[src/rtl/csel_acc_pkg.sv]
// Shared types and widths for the streaming carry-select accumulator.
package csel_acc_pkg;

  localparam int unsigned CSEL_W = 22;

  typedef enum logic [1:0] {
    IDLE  = 2'd0,
    ACCUM = 2'd1,
    HOLD  = 2'd2
  } state_t;

endpackage

[src/rtl/C_Sel_A_22bit.sv]
// 22-bit carry-select adder: 4-bit ripple low block, then three 6-bit blocks
// that each precompute both carry-in cases and select on the incoming carry.
module C_Sel_A_22bit
  import csel_acc_pkg::*;
(
  input  logic [CSEL_W-1:0] A,
  input  logic [CSEL_W-1:0] B,
  input  logic              cin,
  output logic [CSEL_W-1:0] S,
  output logic              cout
);

  localparam int unsigned LO_W  = 4;
  localparam int unsigned BLK_W = 6;
  localparam int unsigned NBLK  = 3;

  logic [NBLK:0] c;

  assign {c[0], S[LO_W-1:0]} = (LO_W+1)'(A[LO_W-1:0]) + (LO_W+1)'(B[LO_W-1:0])
                             + (LO_W+1)'(cin);

  for (genvar k = 0; k < NBLK; k++) begin : g_blk
    localparam int unsigned OFF = LO_W + k * BLK_W;
    logic [BLK_W:0] s0;
    logic [BLK_W:0] s1;

    assign s0 = (BLK_W+1)'(A[OFF +: BLK_W]) + (BLK_W+1)'(B[OFF +: BLK_W]);
    assign s1 = (BLK_W+1)'(A[OFF +: BLK_W]) + (BLK_W+1)'(B[OFF +: BLK_W])
              + (BLK_W+1)'(1);
    assign {c[k+1], S[OFF +: BLK_W]} = c[k] ? s1 : s0;
  end

  assign cout = c[NBLK];

endmodule

[src/rtl/csel_accum_22bit.sv]
// Streaming accumulator: sums operand beats through the carry-select adder and
// presents total, sticky overflow and beat count once the last beat is taken.
module csel_accum_22bit
  import csel_acc_pkg::*;
#(
  parameter int unsigned WIDTH = 22,
  parameter int unsigned CNT_W = 8,
  parameter bit          SAT   = 1'b0
) (
  input  logic             clk,
  input  logic             rst_n,
  input  logic             clr,
  input  logic             in_valid,
  output logic             in_ready,
  input  logic [WIDTH-1:0] in_data,
  input  logic             in_last,
  output logic             out_valid,
  input  logic             out_ready,
  output logic [WIDTH-1:0] out_sum,
  output logic             out_ovf,
  output logic [CNT_W-1:0] out_cnt
);

  state_t           state_q, state_d;
  logic [WIDTH-1:0] acc_q, acc_d;
  logic             ovf_q, ovf_d;
  logic [CNT_W-1:0] cnt_q, cnt_d;
  logic             vld_q, vld_d;
  logic [WIDTH-1:0] add_s;
  logic             add_cout;
  logic             accept;

  C_Sel_A_22bit u_add (
    .A    (in_data),
    .B    (acc_q),
    .cin  (1'b0),
    .S    (add_s),
    .cout (add_cout)
  );

  assign in_ready = !clr && (state_q != HOLD);
  assign accept   = in_valid && in_ready;

  // Next-state and datapath update; clr overrides everything.
  always_comb begin
    state_d = state_q;
    acc_d   = acc_q;
    ovf_d   = ovf_q;
    cnt_d   = cnt_q;
    vld_d   = vld_q;
    if (clr) begin
      state_d = IDLE;
      acc_d   = '0;
      ovf_d   = 1'b0;
      cnt_d   = '0;
      vld_d   = 1'b0;
    end else begin
      case (state_q)
        IDLE, ACCUM: begin
          if (accept) begin
            acc_d   = (SAT && add_cout) ? '1 : add_s;
            ovf_d   = ovf_q | add_cout;
            cnt_d   = (cnt_q == '1) ? cnt_q : cnt_q + CNT_W'(1);
            state_d = in_last ? HOLD : ACCUM;
            vld_d   = in_last;
          end
        end
        HOLD: begin
          if (out_ready) begin
            state_d = IDLE;
            acc_d   = '0;
            ovf_d   = 1'b0;
            cnt_d   = '0;
            vld_d   = 1'b0;
          end
        end
        default: begin
          state_d = IDLE;
          acc_d   = '0;
          ovf_d   = 1'b0;
          cnt_d   = '0;
          vld_d   = 1'b0;
        end
      endcase
    end
  end

  always_ff @(posedge clk or negedge rst_n) begin
    if (!rst_n) begin
      state_q <= IDLE;
      acc_q   <= '0;
      ovf_q   <= 1'b0;
      cnt_q   <= '0;
      vld_q   <= 1'b0;
    end else begin
      state_q <= state_d;
      acc_q   <= acc_d;
      ovf_q   <= ovf_d;
      cnt_q   <= cnt_d;
      vld_q   <= vld_d;
    end
  end

  assign out_valid = vld_q;
  assign out_sum   = acc_q;
  assign out_ovf   = ovf_q;
  assign out_cnt   = cnt_q;

endmodule

[config.mk]
export PLATFORM = sky130hd
export DESIGN_NAME = csel_accum_22bit
export DESIGN_NICKNAME = d
export VERILOG_FILES = /design/src/rtl/csel_acc_pkg.sv /design/src/rtl/C_Sel_A_22bit.sv /design/src/rtl/csel_accum_22bit.sv
export SDC_FILE = /design/constraint.sdc
export NUM_CORES = 1
export LEC_CHECK = 0
export ABC_AREA = 1
export CAP_MARGIN = 25
export CORE_UTILIZATION = 24
export CTS_BUF_LIST = sky130_fd_sc_hd__clkbuf_4
export CTS_CLUSTER_SIZE = 8
export DETAILED_ROUTE_END_ITERATION = 16
export DONT_BUFFER_PORTS = 1
export GPL_TIMING_DRIVEN = 0
export SLEW_MARGIN = 20
export SYNTH_ARGS = -nofsm -noshare
export SYNTH_HDL_FRONTEND = slang
export SYNTH_HIERARCHICAL = 1
export SYNTH_SLANG_ARGS = --single-unit
[constraint.sdc]
create_clock -name clk -period 4.3 [get_ports clk]
set_input_delay 0.43 -clock clk [delete_from_list [all_inputs] [get_ports clk]]
set_output_delay 0.43 -clock clk [all_outputs]
set_load 0.005 [all_outputs]
; ---- After elaboration in Yosys (flattened, before gate mapping)
; Cells that the tools add are included.
; Widths: inputs -> output; s select.
[totals]
regBits = 34
in_bits = 28
output_inout_bits = 33
word_cells = 52
[op_classes]
add_sub_neg = 8
eq_ne = 7
muxes = 24
n_bitwise = 1
reduce_logical = 7
[ops]
columns = op, n
row1 = $mux 22, 3
row2 = $pmux 22 s2, 1
row3 = $mux 8, 4
row4 = $add 6x6->7, 3
row5 = $add 7x1->7 const B, 3
row6 = $mux 7, 3
row7 = $pmux 8 s2, 1
row8 = $ne 3x3->1 const B, 3
row9 = $add 8x1->8 const B, 1
row10 = $eq 8x8->1 const B, 1
row11 = $mux 2, 4
row12 = $add 4x4->5, 1
row13 = $mux 1, 5
row14 = $pmux 1 s2, 2
row15 = $pmux 2 s2, 1
row16 = $reduce_and 3->1, 1
row17 = $eq 2x1->1 const B, 1
row18 = $eq 2x2->1 const B, 1
row19 = $logic_and 1x1->1, 2
row20 = $logic_not 2->1, 1
row21 = $ne 2x2->1 const B, 1
row22 = $reduce_and 2->1, 1
row23 = $reduce_or 2->1, 1
row24 = $logic_not 1->1, 1
row25 = $or 1x1->1, 1

; ---- Depth between registers and ports, before layout
[depth]
depth_word = 9
depth_mapped = 18
mapped_depth_nobuf = 17

; ---- Cells and area by module
; Netlist, hierarchy kept.
[modules_own_cells]
columns = module, n_inst, cells_each, area_per_inst_um2, seq_area_each_um2
row1 = csel_accum_22bit, 1, 181, 1615.3, 825.8
row2 = C_Sel_A_22bit, 1, 221, 1427.6, 0.0

; ---- Worst setup path after synthesis
; OpenSTA, ideal clock, no wires.
[synth_path]
path_kind = input to register
start = in in_data[0]
end = reg ovf_q, in the netlist out_ovf
setup_time_ps = 82
t_arrival_ps = 2677
required_ps = 4218
slack_ps = 1541
stages = 17
n_path_buf = 1
path_cell_list = inv_1 -> fa_1 -> fa_1 -> nand3b_1 -> and2_1 -> clkbuf_4 -> nor2_4 -> nand2_2 -> nor2_4 -> nand3_4 -> nand2_8 -> nand2_8 -> nand2_4 -> nand2_1 -> nand2_1 -> nand2_1 -> a22oi_2
[synth_via]
elab_chain_cells = 8
[synth_rtl]
columns = element, line
row1 = "start, declared", csel_accum_22bit.sv:15  ; input logic [WIDTH-1:0] in_data,
row2 = $add 4x4->5, C_Sel_A_22bit.sv:19  ; assign {c[0], S[LO_W-1:0]} = (LO_W+1)'(A[LO_W-1:0]) + (LO_W+1)'(B[LO_W-1:0])
row3 = $mux 7 (3 in a row), C_Sel_A_22bit.sv:30  ; assign {c[k+1], S[OFF +: BLK_W]} = c[k] ? s1 : s0;
row4 = named net add_cout, csel_accum_22bit.sv:30  ; logic add_cout;
row5 = $or 1x1->1, csel_accum_22bit.sv:62  ; ovf_d = ovf_q | add_cout;
row6 = $mux 1, csel_accum_22bit.sv:60  ; if (accept) begin
row7 = $pmux 1 s2, csel_accum_22bit.sv:58  ; case (state_q)
row8 = $mux 1, csel_accum_22bit.sv:51  ; if (clr) begin
row9 = "end signal, assigned", csel_accum_22bit.sv:98  ; ovf_q <= ovf_d;
row10 = "end, declared", csel_accum_22bit.sv:26  ; logic ovf_q, ovf_d;
; The timed path passes the listed nets, and every way through them passes these cells. The select of a mux whose other input is x is not followed.
; A chain may end at the register's enable or synchronous reset.

; ---- Worst setup path in the final report
[layout_path]
start = reg acc_q[0], in the netlist out_sum[0]
end = reg ovf_q, in the netlist out_ovf
[layout_via]
elab_chain_cells = 8
[layout_rtl]
columns = element, line
row1 = "start, declared", csel_accum_22bit.sv:25  ; logic [WIDTH-1:0] acc_q, acc_d;
row2 = "start signal, assigned", csel_accum_22bit.sv:91  ; acc_q <= '0;
row3 = "start signal, assigned", csel_accum_22bit.sv:97  ; acc_q <= acc_d;
row4 = $add 4x4->5, C_Sel_A_22bit.sv:19
row5 = $mux 7 (3 in a row), C_Sel_A_22bit.sv:30
row6 = named net add_cout, csel_accum_22bit.sv:30
row7 = $or 1x1->1, csel_accum_22bit.sv:62
row8 = $mux 1, csel_accum_22bit.sv:60
row9 = $pmux 1 s2, csel_accum_22bit.sv:58
row10 = $mux 1, csel_accum_22bit.sv:51
; The timed path passes the listed nets, and every way through them passes these cells. The select of a mux whose other input is x is not followed.

==> run metrics <==
clock sink count=33; port bufs=0; drt total wl=7670 µm; DRC viols=0; Post-synth EDFFs=0; initial DRC count=98; largest net degree at the start of global routing=34; compound-cell area share of the yosys netlist=approximately a tenth; Crit path largest cell delay=between 0.4 and 0.5 ns; Final Skew=0.0183 ns; Root Driver=clkbuf_4; CTS clk-pin slew, worst paths=~0.12 ns; final hold viol count=0; global-route wire length before repair=between 10,000 and 15,000 µm; CP cell instances=inv_1, fa_1, fa_1, nand3b_1, and2_1, clkbuf_4, nor2_4, nand2_2, nor2_4, nand2_2, nand2_4, nand3_4, nand2_4, nand2_1, nand2_1, nand2_1, a22oi_2; Static Leakage=1.70 nW; Initial Util=between 20 and 30%; H-tree depth=2; n_diodes=0; die area=approximately 0.013 mm²; Min Clock Period, post-route=3.02 ns; clk_lat worst skew=0.34 ns; dpl ws=1.27 ns; Nets=469; TNS Setup=0 ns; All-Layer GR Usage=~12%; MaxCap Viol Count=0; status=finished clean; Die X-Extent=115 µm; drt pass-1 iters=4; Rows=40; buffers and inverters on the worst path=2; Post-Synth Adder-Cell Area=13.6%; synth cell count leaders=nand2_1 (105), nand3_1 (48), inv_1 (41); Mapped Nets=460; die height=115 µm; critical path peak fanout=8; largest family of logic cells by synthesized area=simple AND/OR/NAND/NOR gates; synth-to-layout area growth=9.70%; Required @ worst endpoint=4.55 ns; crit path capture type=flip-flop; family with the most delay on the worst path=simple AND/OR/NAND/NOR gates; dpl hpwl=between 6000 and 7000 µm; worst min path class=in2reg; sequential fraction of the synthesis area=27.1%; simple-gate share of the synthesized area=approximately 36%; post-route cell area=0.00334 mm²; async set-reset flop share out of synthesis=100%; Remaining Overflow, GRT=0; WS Path Type=reg2reg; Max Freq=331 MHz; count leader, synth=nand2_1; final setup vio count=0; non-filler cells, final=580; CTS buffer count=5; cells after synthesis=between 400 and 500; Final Cycle Share=70.3%; routability cong.=~0.84; CTS tree=yes; #FFs+latches synth=33; unrepaired setup endpoints after global routing=no; post-layout util=27.4%; Vias=2,655; top cells by area, synth=dfrtp_1 (27%), nand2_1 (13%), ha_1 (10%); Core Area=roughly 0.012 mm²; WL per Instance=13.2 µm; main flop type after synthesis=dfrtp_1; Synth cell types=roughly 40; post-synth top area cell=dfrtp_1; mux cell area share after synthesis=0%; IO Pins=61; Vias per Instance=4.58; number of global-route vias before repair=2,739; PD cells=566 mW/mm²; initial antenna violation count=0; Crit path top cell by count=nand2_1; fin worst setup slack=1.28 ns; mean cell area of the mapped netlist=7.57 µm²; antenna-violating nets left=0; slowest stage cell, crit path=fa_1; XOR/XNOR Fraction of Synth Area=6.29%; Post-Place Cell Area=0.00325 mm²; Inst Count DP=570; YS warnings=6; Clock Tree Buf Depth=2; CP startpoint kind=flip-flop; Mapped Area=0.00304 mm²; Synth top area share=27.1%; Critical Path AT=3.28 ns; Final Max Tran Viols=0; Max IR drop VDD=between 0.00015 and 0.0002 V; layout cells sized above 1=12.1%
[through the flow]
step | power (mW) | hold slack [ns]
after floorplan | 1.46 | 0.134
after detailed placement | 1.70 | 0.136
after global routing | 2.11 | 0.250
after global placement | 1.66 | 0.136
final | 1.89 | 0.274
after CTS | 1.91 | 0.262
[routing by layer]
layer | track usage [%] | wire length, µm | up-vias
li1 | - | - | 1350
met1 | 14.7 | 3360 | 1228
met2 | 21.9 | 3770 | 69
met3 | 3.71 | 477 | 8
met4 | 2.68 | 67 | 0
met5 | 0 | 0 | -
[cell usage in the layout, fill, tap and decap left out, drive strengths merged]
| cell | count |
|---|---|
| nand2 | 116 |
| nand3 | 52 |
| inv | 44 |
| dfrtp | 33 |
| o21ai | 33 |
| ha | 25 |
| nor2 | 22 |
| xor2 | 16 |
| a21oi | 15 |
| nand4 | 10 |
| buf | 9 |
| clkbuf | 8 |
| xnor2 | 5 |
| fa | 5 |
| nand3b | 4 |
| clkinv | 2 |
| a22oi | 1 |
| o31ai | 1 |
| o21bai | 1 |
| or2 | 1 |
| dlygate4sd3 | 1 |
| conb | 1 |
| and2 | 1 |
| o211ai | 1 |
| nor3 | 1 |
| nand2b | 1 |
| nor3b | 1 |
| nor4 | 1 |
| a21o | 1 |
[state kept, by name, summed over array words and instances, names as in the netlist]
signal and flops:
out_sum 22, state_q 1, out_cnt 8, out_ovf 1
out_valid 1
[repair_timing]
item                      4_1_cts  5_1_grt
gates resized for setup         0        0
hold buffers                    2        0
hold endpoints to repair       33        0
setup buffers                   0        0
[worst register-to-register path, stage by stage, from the launching register on]
cell and delay [ns]:
dfrtp_1 0.40, inv_1 0.07, fa_1 0.43, fa_1 0.42, nand3b_1 0.17, and2_1 0.18, clkbuf_4 0.18, nor2_4 0.10
nand2_2 0.09, nor2_4 0.13, nand2_2 0.08, nand2_4 0.10, nand3_4 0.13, nand2_4 0.14, nand2_1 0.06, nand2_1 0.07
nand2_1 0.07, a22oi_2 0.12
[final cells by class]
class                   instances  area [µm²]
clock inverters                 2        10.0
flip-flops and latches         33         826
fillers                      1300        8820
clock buffers                   6        45.0
plain buffers                  10        58.8
multi-input cells             315        1990
inverters                      44         165
repair buffers                  2        30.0
well taps                     168         210
[worst paths after layout]
path / start / end / slack [ns] / depth (start not counted)
setup / recovery: out_sum[0]$_DFFE_PN0P_ / out_ovf$_DFFE_PN0P_ / 1.28 / 17
min in group asynchronous: rst_n / out_sum[0]$_DFFE_PN0P_ / 0.53 / 2
hold / removal: in_last / out_valid$_DFFE_PN0P_ / 0.27 / 2
max in group asynchronous: rst_n / state_q[0]$_DFFE_PN0P_ / 3.57 / 2
hold reg to reg: state_q[0]$_DFFE_PN0P_ / state_q[0]$_DFFE_PN0P_ / 0.58 / 2
setup reg to reg: out_sum[0]$_DFFE_PN0P_ / out_ovf$_DFFE_PN0P_ / 1.28 / 17
[power by group]
part	total (mW)	switching [mW]	internal, mW
Combinational	1.19	0.730	0.458
Clock	0.187	0.118	0.0687
Sequential	0.514	0.116	0.398
Total	1.89	0.964	0.925
[logic make-up after synthesis]
kind of cell	Yosys count
fa+ha+maj	30
xor+xnor	21
compound gates	53
flops	33
other cells	1
buf+inv	54
simple gates	210
Note: power is estimated with default switching activity, not from simulation.
